<file path="src/rtl/sum_bist_pkg.sv">
// Shared types and default sizing for the my_sum self-test sequencer.
package sum_bist_pkg;

  localparam int DEF_WIDTH  = 4;
  localparam int DEF_SETTLE = 2;
  localparam int VEC_W      = 2*DEF_WIDTH + 1;
  localparam int ERR_W      = 2*DEF_WIDTH + 2;
  localparam int CNT_W      = 4;

  typedef enum logic [1:0] {
    IDLE  = 2'd0,
    WAIT  = 2'd1,
    CHECK = 2'd2,
    DONE  = 2'd3
  } bist_state_e;

endpackage

</file>
<file path="src/rtl/sum_ref_model.sv">
// Combinational reference adder: {carry, sum} = a + b + ci, WIDTH+1 bits wide.
module sum_ref_model #(
  parameter int WIDTH = 4
) (
  input  logic [WIDTH-1:0] a_i,
  input  logic [WIDTH-1:0] b_i,
  input  logic             ci_i,
  output logic [WIDTH:0]   sum_o
);

  assign sum_o = {1'b0, a_i} + {1'b0, b_i} + {{WIDTH{1'b0}}, ci_i};

endmodule

</file>
<file path="src/rtl/sum_bist_driver.sv">
// Exhaustive self-test sweep for a WIDTH-bit ripple adder (A, B, Ci -> sum, co).
// Define STOP_ON_FAIL_EN to end the sweep at the first mismatch with operands held.
module sum_bist_driver
  import sum_bist_pkg::*;
#(
  parameter int WIDTH  = DEF_WIDTH,
  parameter int SETTLE = DEF_SETTLE
) (
  input  logic               clk,
  input  logic               rst,
  input  logic               start,
  output logic [WIDTH-1:0]   Ain,
  output logic [WIDTH-1:0]   Bin,
  output logic               Ci,
  input  logic [WIDTH-1:0]   res_in,
  input  logic               co_in,
  output logic               busy,
  output logic               done,
  output logic               pass,
  output logic [2*WIDTH+1:0] err_count,
  output logic [WIDTH-1:0]   fail_a,
  output logic [WIDTH-1:0]   fail_b,
  output logic               fail_ci
);

  localparam int IW = 2*WIDTH + 1;
  localparam int EW = 2*WIDTH + 2;
  localparam logic [CNT_W-1:0] SETTLE_LAST = CNT_W'(SETTLE - 1);
  localparam logic [IW-1:0]    IDX_LAST    = {IW{1'b1}};

  bist_state_e      state_q;
  logic [IW-1:0]    idx_q;
  logic [CNT_W-1:0] cnt_q;
  logic [EW-1:0]    err_q;
  logic [EW-1:0]    err_d;
  logic             seen_q;
  logic             busy_q;
  logic             done_q;
  logic             pass_q;
  logic [WIDTH-1:0] fail_a_q;
  logic [WIDTH-1:0] fail_b_q;
  logic             fail_ci_q;
  logic [WIDTH:0]   ref_sum;
  logic             mismatch;

  // Operands are a pure decode of the registered index: {Ci, Ain, Bin}.
  assign Bin = idx_q[WIDTH-1:0];
  assign Ain = idx_q[2*WIDTH-1:WIDTH];
  assign Ci  = idx_q[2*WIDTH];

  sum_ref_model #(.WIDTH(WIDTH)) u_ref (
    .a_i  (Ain),
    .b_i  (Bin),
    .ci_i (Ci),
    .sum_o(ref_sum)
  );

  assign mismatch = (ref_sum != {co_in, res_in});

  // Error count as it will stand after the current CHECK cycle.
  always_comb begin
    err_d = err_q;
    if (mismatch) begin
      err_d = err_q + EW'(1);
    end else begin
      err_d = err_q;
    end
  end

  // Sweep sequencer with registered status outputs.
  always_ff @(posedge clk) begin
    if (rst) begin
      state_q   <= IDLE;
      idx_q     <= '0;
      cnt_q     <= '0;
      err_q     <= '0;
      seen_q    <= 1'b0;
      busy_q    <= 1'b0;
      done_q    <= 1'b0;
      pass_q    <= 1'b0;
      fail_a_q  <= '0;
      fail_b_q  <= '0;
      fail_ci_q <= 1'b0;
    end else begin
      case (state_q)
        IDLE, DONE: begin
          if (start) begin
            state_q   <= WAIT;
            idx_q     <= '0;
            cnt_q     <= '0;
            err_q     <= '0;
            seen_q    <= 1'b0;
            busy_q    <= 1'b1;
            done_q    <= 1'b0;
            pass_q    <= 1'b0;
            fail_a_q  <= '0;
            fail_b_q  <= '0;
            fail_ci_q <= 1'b0;
          end
        end
        WAIT: begin
          cnt_q <= cnt_q + CNT_W'(1);
          if (cnt_q == SETTLE_LAST) begin
            state_q <= CHECK;
          end
        end
        CHECK: begin
          err_q <= err_d;
          if (mismatch && !seen_q) begin
            seen_q    <= 1'b1;
            fail_a_q  <= Ain;
            fail_b_q  <= Bin;
            fail_ci_q <= Ci;
          end
`ifdef STOP_ON_FAIL_EN
          if (mismatch || (idx_q == IDX_LAST)) begin
`else
          if (idx_q == IDX_LAST) begin
`endif
            state_q <= DONE;
            busy_q  <= 1'b0;
            done_q  <= 1'b1;
            pass_q  <= (err_d == '0);
          end else begin
            state_q <= WAIT;
            idx_q   <= idx_q + IW'(1);
            cnt_q   <= '0;
          end
        end
        default: begin
          state_q <= IDLE;
          busy_q  <= 1'b0;
          done_q  <= 1'b0;
        end
      endcase
    end
  end

  assign busy      = busy_q;
  assign done      = done_q;
  assign pass      = pass_q;
  assign err_count = err_q;
  assign fail_a    = fail_a_q;
  assign fail_b    = fail_b_q;
  assign fail_ci   = fail_ci_q;

endmodule

</file>
<file path="config.mk">
export PLATFORM = sky130hd
export DESIGN_NAME = sum_bist_driver
export DESIGN_NICKNAME = d
export VERILOG_FILES = /design/src/rtl/sum_bist_pkg.sv /design/src/rtl/sum_ref_model.sv /design/src/rtl/sum_bist_driver.sv
export SDC_FILE = /design/constraint.sdc
export NUM_CORES = 1
export LEC_CHECK = 0
export CORE_UTILIZATION = 44
export CTS_CLUSTER_DIAMETER = 150
export DETAILED_ROUTE_END_ITERATION = 10
export PLACE_DENSITY = 0.78
export SLEW_MARGIN = 5
export SYNTH_ARGS = -nofsm -noshare
export SYNTH_HDL_FRONTEND = slang
export SYNTH_SLANG_ARGS = --single-unit
</file>
<file path="constraint.sdc">
create_clock -name clk -period 6.92 [get_ports clk]
set_input_delay 2.076 -clock clk [delete_from_list [all_inputs] [get_ports clk]]
set_output_delay 2.076 -clock clk [all_outputs]
set_load 0.01 [all_outputs]
</file>
---- After elaboration in Yosys (flattened, before gate mapping) ----
Index checks and enable logic that the tools add are counted.
storage, ports and cells
  flip-flop bits (word level) ............. 38
  bits in latches ......................... 0
  bits in writable memories ............... 0
  bits in read-only memories .............. 0
  input bits .............................. 8
  output and inout bits ................... 31
  logic and storage cells ................. 68
  memories ................................ 0
cells by class
  $add $sub $neg .......................... 5
  $mul .................................... 0
  div/mod/pow operators ................... 0
  order comparisons ....................... 0
  equality and inequality tests ........... 11
  shift operators ......................... 0
  multiplexer cells ....................... 29
  bitwise gates (word level) .............. 0
  reduce and logical (&&, ||, !) cells .... 12
operator list
  operator               count
  $mux 10                2
  $pmux 10 s2            1
  $mux 9                 2
  $pmux 9 s2             1
  $mux 4                 4
  $pmux 4 s2             2
  $pmux 4 s3             1
  $add 10x1->10 const B  1
  $logic_not 10->1       1
  $ne 2x2->1 const B     5
  $pmux 1 s2             5
  $add 9x1->9 const B    1
  $eq 9x9->1 const B     1
  $reduce_and 3->1       3
  $mux 1                 7
  $mux 2                 3
  $pmux 2 s3             1
  $reduce_and 2->1       3
  $add 4x4->5            1
  $add 5x1->5            1
  $ne 5x5->1             1
  $add 4x1->4 const B    1
  $eq 2x2->1 const B     2
  $eq 4x1->1 const B     1
  other kinds (6)        6

---- Depth between registers and ports, before layout ----
Gate-level depths: netlist of run 1.
  depth in word-level cells ............... 7
  depth in mapped cells ................... 11
  gate-level depth less buffers ........... 10

---- Modules after synthesis ----
Synthesis of run 1 repeated with hierarchy kept, for this count alone.
second synthesis, totals
  cell total of the unflattened synthesis .. 250
  area, all modules ....................... 2095.8 µm²
modules (own cells, without submodules)
  module           instances  cells an instance  area each (µm²)  sequential area each (µm²)
  sum_bist_driver  1          234                1951.9           760.7
  sum_ref_model    1          16                 143.9            0.0

---- Least setup slack after synthesis of run 1 ----
OpenSTA, ideal clock, no wires.
  path kind ............................... input-to-reg
  from .................................... in res_in[2]
  to ...................................... reg fail_a_q[0] (netlist: fail_a[0])
  setup time .............................. 74 ps
  data arrival time ....................... 3423 ps
  data required time ...................... 6846 ps
  slack ................................... 3423 ps
  cell stages on the path ................. 6
  path buffers ............................ 0
  cells stage by stage .................... xnor2_1 -> xnor2_1 -> nor4_4 -> a2111oi_2 -> nand2_1 -> o21ai_0
between the ends
  word-level cells in the longest chain between the ends .. 4
RTL lines
  element                     line                    text
  from (decl)                 sum_bist_driver.sv:15   input logic [WIDTH-1:0] res_in,
  $ne 5x5->1                  sum_bist_driver.sv:58   assign mismatch = (ref_sum != {co_in, res_in});
  $logic_and 1x1->1           sum_bist_driver.sv:109  if (mismatch && !seen_q) begin
  $ne 2x2->1 (no line)        -
  $reduce_and 3->1 (no line)  -
  to (signal assigned)        sum_bist_driver.sv:111  fail_a_q <= Ain;
  to (decl)                   sum_bist_driver.sv:40   logic [WIDTH-1:0] fail_a_q;
Every way passes these cells.
A chain may end at the register's enable or synchronous reset.

---- Worst setup path after layout of run 1 ----
  from .................................... in res_in[0]
  to ...................................... reg err_q[3] (netlist: err_count[3])
between the ends
  word-level cells in the longest chain between the ends .. 3
RTL lines
  element               line                    text
  $ne 5x5->1            sum_bist_driver.sv:58
  $mux 10               sum_bist_driver.sv:63   if (mismatch) begin
  $pmux 10 s2           sum_bist_driver.sv:85   case (state_q)
  to (signal assigned)  sum_bist_driver.sv:108  err_q <= err_d;
  to (decl)             sum_bist_driver.sv:34   logic [EW-1:0] err_q;
Every way passes these cells.

==> flow_metrics.py, run 1 <==
metrics = {
    "final_layout": {
        "fin_nets": 332,
        "multi_input_area_mm2": 0.001411,
        "fin_area_mm2": 0.002820,
        "finalCoreUtilization": 0.5817,
        "regArea_um2": 760.7,
        "final_cells": 379,
        "nFillCells": 425,
        "drive_gt1_frac": 0.06090,
        "diodes": 0,
        "area_growth_pct": 24.32,
    },
    "run": {
        "drv_cap": 0,
    },
    "pwr": {
        "vdd_ir_drop_max_uv": 155.9,
        "leakage_nw": 0.9555,
        "power_mw": 0.5989,
        "power_density_mw_per_mm2": 212.3,
    },
    "cts": {
        "post-cts-setup-buffers": 0,
        "clock_latency_ps": 300,
        "cts_tree": "done",
        "clk_pin_slew_ps": 80,
        "htree_levels": 2,
        "clock-sinks": 38,
        "cts_made_buffers": 5,
        "cts_resized": 0,
        "cts_root_buf": "clkbuf_8",
        "ctsHoldBuffers": 0,
        "clock_path_buffers": 2,
    },
    "global_routing": {
        "overflow": 0,
        "grt_max_degree": 24,
        "grt_pass1_vias": 1991,
        "antenna_found_initial": 0,
        "grtUsageTotal": 0.2174,
        "grt_pass1_wl_um": 9149,
    },
    "synth": {
        "synth_seq_area_share": 0.3354,
        "synth_top_flop_cell": "dfxtp_1",
        "ys_ff_latch": 38,
        "async_reset_ff_frac": 0,
        "synthDistinctLibCells": 55,
        "synth_nets": 300,
        "avgSynthCellArea_um2": 8.131,
        "synth_cells": 279,
        "synth_edf_count": 0,
        "syn-cell-area_mm2": 0.002268,
        "yosysWarningCount": 0,
    },
    "drt": {
        "drc": 0,
        "ant_nets": 0,
        "vias": 2181,
        "dr.pass1.iters": 4,
        "avgViaCountPerCell": 5.755,
        "wl_per_cell_um": 14.51,
        "routed_wl_um": 5500,
        "drt_iter0_drc": 132,
    },
    "placed_design": {
        "postPlaceCellArea_mm2": 0.002678,
        "place_congestion": 0.8713,
        "place_inst": 371,
        "pre_cts_slack_ps": 2691,
        "dp_hpwl_um": 3838,
        "io_buffers": 38,
    },
    "floorplan": {
        "ioPinCount": 39,
        "start_util": 0.4679,
        "coreArea_mm2": 0.004848,
        "die_y_um": 73.80,
        "die_w_um": 73.80,
        "rows": 25,
        "die_area_mm2": 0.005446,
    },
    "setup_path": {
        "arrival_ps": 4150,
        "crit_family": "simple AND/OR/NAND/NOR gates",
        "critical-path-slowest-cell": "nor4_4",
        "path_cells": "clkdlybuf4s50_1 -> xor2_1 -> nand2_1 -> nor4_4 -> nand2_2 -> a31o_2 -> a311oi_1",
        "endpoint_kind": "register",
        "criticalPathCategory": "primary input to register",
        "cp_data_required_time_ps": 7130,
        "reg2reg_depth": 10,
        "worstSetupPathDepth": 7,
        "cp_max_fo": 11,
        "critical_path.max_stage_delay_ps": 510,
        "path_buf_inv": 1,
        "cp-start-kind": "primary input",
        "rrSetupSlack_ps": 3740,
    },
    "timing": {
        "relSlewSlack": 0.3956,
        "rsz0062_at_grt": "false",
        "fin_crit_sh": 0.5693,
        "finalSetupViolations": 0,
        "fin_crit_ps": 3940,
        "final.setup.worst_slack_ps": 2980,
        "slew_viol_final": 0,
        "final_hold_viol_count": 0,
        "fin_setup_tns_ps": 0,
        "hold_slack_ps": 484.3,
        "fin_skew_ps": 2.807,
        "tightest_slew_ps": 904.8,
        "fmax_mhz": 253.8,
    },
    "run_status": {
        "status": "finished, final reports clean",
    },
    "worst_hold_path": {
        "hp-class": "register to register",
        "whs_path_depth": 2,
    },
}
-- routing by layer --
metal  wire length (um)  track usage  vias up
li1                   -            -     1075
met1               2683       0.2909     1030
met2               2467       0.3445       67
met3                265      0.05075        9
met4                 82      0.07051        0
met5                  0            0        -
-- cells in the final DEF, fill, tap and decap left out, drive strengths merged, types with 2 or more instances in the layout --
master / count
and3: 4
a31oi: 5
o21ai: 18
nand3: 8
or3: 3
o31ai: 4
xor2: 6
xnor2: 6
a21oi: 22
a2111oi: 2
or4: 3
dfxtp: 38
clkbuf: 6
inv: 9
a211oi: 5
a22oi: 2
nor2: 28
nand2: 29
nor3: 7
ha: 11
fa: 2
nand4: 6
nor4: 2
nand2b: 13
a21o: 6
o211ai: 2
a41oi: 2
bufinv: 2
nand3b: 2
clkdlybuf4s50: 38
a311oi: 5
nor2b: 2
-- sequential cells by signal, indices dropped and copies added (netlist names) --
register,cells
fail_a,4
state_q,2
pass,1
fail_ci,1
err_count,10
cnt_q,4
done,1
idx_q,9
busy,1
fail_b,4
seen_q,1
-- worst register-to-register path, cell delays in order (launching register included) --
cell	delay, ps
dfxtp_1	480
inv_1	100
fa_1	410
inv_1	80
fa_1	430
xnor2_1	170
nand2_1	120
nor4_4	510
nand2_2	270
a31o_2	300
a311oi_1	240
-- synth_stat cells, types with 3 or more instances --
cell type | n | area share
dfxtp_1 | 38 | 0.34
nand2_1 | 28 | 0.046
nor2_1 | 28 | 0.046
a21oi_1 | 21 | 0.046
o21ai_0 | 15 | 0.033
nand2b_1 | 13 | 0.036
ha_1 | 11 | 0.061
clkbuf_1 | 9 | 0.015
inv_1 | 9 | 0.015
nand3_1 | 8 | 0.018
nor3_1 | 7 | 0.015
nand4_1 | 6 | 0.017
xnor2_1 | 6 | 0.023
a211oi_1 | 5 | 0.017
a21o_1 | 5 | 0.017
a311oi_1 | 5 | 0.019
a31oi_1 | 5 | 0.014
xor2_1 | 5 | 0.019
and3_1 | 4 | 0.011
o31ai_1 | 4 | 0.013
or3_1 | 3 | 0.0083
-- report_power, final --
part,internal [mW],switching (mW),leakage (nW)
registers,0.226,0.00871,0.307
logic,0.0438,0.0836,0.577
clock network,0.154,0.0832,0.0714
total,0.423,0.175,0.955
-- cell families after synthesis --
family / synth area share
XOR/XNOR: 0.04964
buffers and inverters: 0.04247
AND/OR/NAND/NOR: 0.2499
adder cells (fa/ha/maj): 0.07832
AO/OA/AOI/OAI: 0.2444
flip-flops: 0.3354
-- final cells by class --
| cell class | count | area share |
|---|---|---|
| Tap cell | 67 | 0.02972 |
| Clock buffer | 6 | 0.02928 |
| Inverter | 9 | 0.01198 |
| Sequential cell | 38 | 0.2697 |
| Clock inverter | 2 | 0.02130 |
| Timing Repair Buffer | 39 | 0.1375 |
| Multi-Input combinational cell | 218 | 0.5004 |
-- final timing paths --
check             startpoint      endpoint
hold reg to reg    fail_b[2]     fail_b[2]
hold / removal     fail_b[2]     fail_b[2]
setup reg to reg    idx_q[0]  err_count[3]
setup / recovery   res_in[0]  err_count[3]
Power figures use the tool's default switching activity.
==> inputs of run 2 (changes only) <==
==> constraint.sdc (replaced) <==
create_clock -name clk -period 4.1 [get_ports clk]
set_input_delay 1.23 -clock clk [delete_from_list [all_inputs] [get_ports clk]]
set_output_delay 1.23 -clock clk [all_outputs]
set_load 0.01 [all_outputs]
==> flow_metrics.py, run 2 (same netlist as run 1, synthesis figures left out) <==
metrics = {
    "drt": {
        "routed_wl_um": 5329,
        "wl_met3_um": 272,
        "drc": 0,
        "wl_met1_um": 2482,
        "ant_nets": 0,
        "dr.pass1.iters": 4,
        "vias": 2120,
        "top_layer": "met4",
        "drt_iter0_drc": 134,
        "wl_met2_um": 2509,
        "avgViaCountPerCell": 5.579,
        "wl_per_cell_um": 14.02,
    },
    "timing": {
        "fmax_mhz": 317.8,
        "relSlewSlack": 0.5281,
        "fin_crit_ps": 3147,
        "slew_viol_final": 0,
        "finalSetupViolations": 0,
        "tightest_slew_ps": 703.1,
        "final_hold_viol_count": 0,
        "rsz0062_at_grt": "false",
        "fin_skew_ps": 7.013,
        "fin_crit_sh": 0.7675,
        "fin_setup_tns_ps": 0,
    },
    "final_layout": {
        "area_growth_pct": 22.56,
        "layout_common_cells": "dfxtp_1, clkdlybuf4s50_1, nand2_1, nor2_1, a21oi_1",
        "largest_reg_flops": 10,
        "fin_nets": 333,
        "diodes": 0,
        "drive_gt1_frac": 0.06390,
    },
    "pwr": {
        "power_density_mw_per_mm2": 315.3,
        "leakage_nw": 0.9367,
        "netSwitchingFraction": 0.3268,
        "p_seq_frac": 0.451,
        "clkPwrFrac": 0.310,
        "p_int_mw": 0.5902,
        "power_mw": 0.8766,
        "power_switching_mw": 0.2864,
        "combinationalPowerShare": 0.240,
        "vdd_ir_drop_max_uv": 210.0,
    },
    "global_routing": {
        "grt_pass1_vias": 1905,
        "grtUsageTotal": 0.2135,
        "antenna_found_initial": 0,
        "grt_max_degree": 36,
        "overflow": 0,
        "grt_pass1_wl_um": 8935,
    },
    "cts": {
        "cts_tree": "done",
        "post-cts-setup-buffers": 0,
        "cts_resized": 0,
        "ctsHoldBuffers": 0,
        "clock_latency_ps": 290,
        "cts_root_buf": "clkbuf_8",
        "cts_made_buffers": 5,
        "clock_path_buffers": 2,
        "clock-sinks": 38,
        "htree_levels": 2,
        "clk_pin_slew_ps": 80,
    },
    "floorplan": {
        "start_util": 0.4679,
        "die_y_um": 73.80,
        "die_w_um": 73.80,
        "coreArea_mm2": 0.004848,
        "ioPinCount": 39,
        "rows": 25,
        "die_area_mm2": 0.005446,
    },
    "placed_design": {
        "io_buffers": 38,
        "dp_hpwl_um": 3783,
        "place_congestion": 0.8560,
    },
    "worst_hold_path": {
        "hp-class": "register to register",
    },
    "setup_path": {
        "cp_max_fo": 11,
        "cp-start-kind": "register",
        "arrival_ps": 3350,
        "endpoint_kind": "register",
        "criticalPathCategory": "register to register",
        "cp_data_required_time_ps": 4300,
    },
    "run_status": {
        "status": "finished, final reports clean",
    },
    "run": {
        "drv_cap": 0,
    },
}
-- run 2: critical path, stage by stage (launching register included) --
cell and delay (ps):
dfxtp_1 490, inv_1 110, fa_1 410, inv_1 80
fa_1 420, xnor2_1 160, nand2_1 120, nor4_4 480
nand2_2 240, a31o_2 280, a311oi_1 250
-- run 2: cell type report --
type | instances | area [um^2]
fill | 455 | 2068
multi-input combinational | 218 | 1411
sequential | 38 | 760.7
timing repair buffer | 40 | 395.4
tap | 67 | 83.83
clock buffer | 6 | 82.58
inverter | 9 | 33.78
clock inverter | 2 | 12.51
-- run 2: final timing paths --
kind / to / slack, ps / from / cells after the start
max reg2reg: err_count[3] / 950 / idx_q[0] / 10
max: err_count[3] / 950 / idx_q[0] / 10
min reg2reg: fail_b[3] / 480 / fail_b[3] / 2
min: fail_b[3] / 480 / fail_b[3] / 2
-- run 2: power groups by stage --
| stage | clock [mW] | sequential, mW | combinational (mW) |
|---|---|---|---|
| floorplan | 0 | 0.402 | 0.152 |
| global placement | 0 | 0.403 | 0.208 |
| detailed placement | 0 | 0.404 | 0.210 |
| CTS | 0.282 | 0.395 | 0.211 |
| global route | 0.299 | 0.397 | 0.238 |
| finish | 0.271 | 0.395 | 0.210 |
-- run 2: routing by layer --
metal,up-vias,global-route usage
li1,1074,-
met1,986,0.2796
met2,52,0.3466
met3,8,0.04390
met4,0,0.07479
met5,-,0
-- run 2: through the flow --
step             util  setup slack, ps  instances  hold slack [ps]  area (um^2)
6_report       0.5734            953.4        380            484.5         2780
5_1_grt        0.5734            743.5        380            511.7         2780
4_1_cts        0.5734            931.7        380            484.9         2780
3_5_place_dp   0.5538            718.9        372            469.1         2685
3_3_place_gp   0.5538            824.0        372            461.0         2685
2_1_floorplan       -             1286        279            471.6         2268
==> inputs of run 3 (changes only) <==
==> constraint.sdc (replaced) <==
create_clock -name clk -period 3 [get_ports clk]
set_input_delay 0.9 -clock clk [delete_from_list [all_inputs] [get_ports clk]]
set_output_delay 0.9 -clock clk [all_outputs]
set_load 0.01 [all_outputs]
==> flow_metrics.py, run 3 (same netlist as run 1, synthesis figures left out) <==
metrics = {
    "run_status": {
        "status": "finished, final reports clean",
    },
    "setup_path": {
        "arrival_ps": 3010,
        "path_buf_inv": 2,
        "crit_family": "compound AO/OA/AOI/OAI gates",
        "cp_data_required_time_ps": 3210,
        "cp-start-kind": "register",
        "cp_max_fo": 11,
        "criticalPathCategory": "register to register",
        "critical-path-slowest-cell": "fa_1",
        "crit-reg2reg-launch": "idx_q[4]",
        "endpoint_kind": "register",
        "path_cells": "inv_1 -> fa_1 -> inv_1 -> fa_1 -> a21o_2 -> a21oi_2 -> xor2_2 -> nand2_2 -> a31o_2 -> a311oi_1",
        "critical_path.max_stage_delay_ps": 410,
        "startpoint": "idx_q[4]",
    },
    "placed_design": {
        "place_congestion": 0.8098,
        "dp_hpwl_um": 4028,
        "io_buffers": 38,
        "place_inst": 387,
        "postPlaceCellArea_mm2": 0.002798,
    },
    "floorplan": {
        "rows": 25,
        "die_w_um": 73.80,
        "start_util": 0.4679,
        "coreArea_mm2": 0.004848,
        "die_area_mm2": 0.005446,
        "die_y_um": 73.80,
        "ioPinCount": 39,
    },
    "pwr": {
        "vdd_ir_drop_max_uv": 292.7,
        "power_mw": 1.227,
        "leakage_nw": 1.011,
        "power_density_mw_per_mm2": 423.8,
    },
    "cts": {
        "cts_root_buf": "clkbuf_8",
        "clk_pin_slew_ps": 80,
        "cts_made_buffers": 5,
        "post-cts-setup-buffers": 0,
        "ctsHoldBuffers": 0,
        "clock_latency_ps": 300,
        "cts_tree": "done",
        "clock_path_buffers": 2,
        "htree_levels": 2,
        "cts_resized": 0,
        "clock-sinks": 38,
    },
    "global_routing": {
        "grt_pass1_wl_um": 9273,
        "grtUsageTotal": 0.2206,
        "grt_max_degree": 36,
        "antenna_found_initial": 0,
        "grt_pass1_vias": 2113,
        "overflow": 0,
    },
    "timing": {
        "slew_viol_final": 0,
        "fin_setup_tns_ps": 0,
        "finalSetupViolations": 0,
        "fin_crit_sh": 0.9330,
        "relSlewSlack": 0.5346,
        "final_hold_viol_count": 0,
        "tightest_slew_ps": 693.4,
        "fmax_mhz": 357.3,
        "rsz0062_at_grt": "false",
        "fin_crit_ps": 2799,
        "fin_skew_ps": 4.314,
    },
    "worst_hold_path": {
        "hp-start": "fail_a[1]",
        "hp-class": "register to register",
    },
    "drt": {
        "drc": 0,
        "routed_wl_um": 5561,
        "ant_nets": 0,
        "dr.pass1.iters": 4,
        "drt_iter0_drc": 114,
        "avgViaCountPerCell": 5.572,
        "vias": 2201,
        "wl_per_cell_um": 14.08,
    },
    "final_layout": {
        "fin_area_mm2": 0.002895,
        "area_growth_pct": 27.63,
        "final_cells": 395,
        "layout.cells.most_common": "clkdlybuf4s50_1",
        "largest_reg_flops": 10,
        "layout_common_cells": "clkdlybuf4s50_1, dfxtp_1, nand2_1, nor2_1, a21oi_1",
        "drive_gt1_frac": 0.1128,
        "finalCoreUtilization": 0.5972,
        "nFillCells": 444,
        "fin_nets": 348,
        "diodes": 0,
    },
    "run": {
        "drv_cap": 0,
    },
}
[run 3: cell types whose count changed in the layout (fill, tap and decap cells not counted), sizes merged]
cell / change
buf: +15
clkbuf: -1
clkinv: +1
[run 3: layer usage]
metal | share of wire | track usage | up-vias | routed length [um]
met1 | 0.45 | 0.2670 | 1026 | 2505
met2 | 0.49 | 0.3782 | 57 | 2705
met3 | 0.048 | 0.03841 | 7 | 265
li1 | - | - | 1111 | -
met5 | 0 | 0 | - | 0
met4 | 0.015 | 0.1026 | 0 | 84
[run 3: tightest hold or removal path, delay by kind of cell (launching register included)]
kind | cells | cell delay, ps
DFF | 1 | 320
and+or+nand+nor | 1 | 60
AOI/OAI and AO/OA | 1 | 60
[run 3: layout make-up]
cell class,count,area (um^2),share of cell area
Clock buffer,5,68.82,0.02377
Timing Repair Buffer,55,508.0,0.1755
Tap cell,67,83.83,0.02895
Multi-Input combinational cell,218,1418,0.4896
Clock inverter,3,21.27,0.007347
Inverter,9,33.78,0.01167
Sequential cell,38,762.0,0.2632
[run 3: path summary, 6_finish.rpt]
kind                        to  slack (ps)  cells past startpoint
hold / removal       fail_a[1]         480                      2
setup / recovery  err_count[3]         200                     10
setup reg to reg  err_count[3]         200                     10
hold reg to reg      fail_a[1]         480                      2
[run 3: metrics by stage]
| stage | worst slack, ps | hold WS, ps |
|---|---|---|
| floorplan | 185.7 | 471.6 |
| global placement | 143.2 | 463.0 |
| detailed placement | 108.1 | 469.4 |
| CTS | 84.60 | 487.4 |
| global route | 19.59 | 506.7 |
| finish | 200.9 | 483.7 |
[run 3: where the power goes]
part | leakage, nW | total [mW] | internal (mW) | switching [mW]
clock | 0.0441 | 0.361 | 0.163 | 0.198
combinational | 0.659 | 0.328 | 0.131 | 0.197
sequential | 0.307 | 0.538 | 0.521 | 0.0172
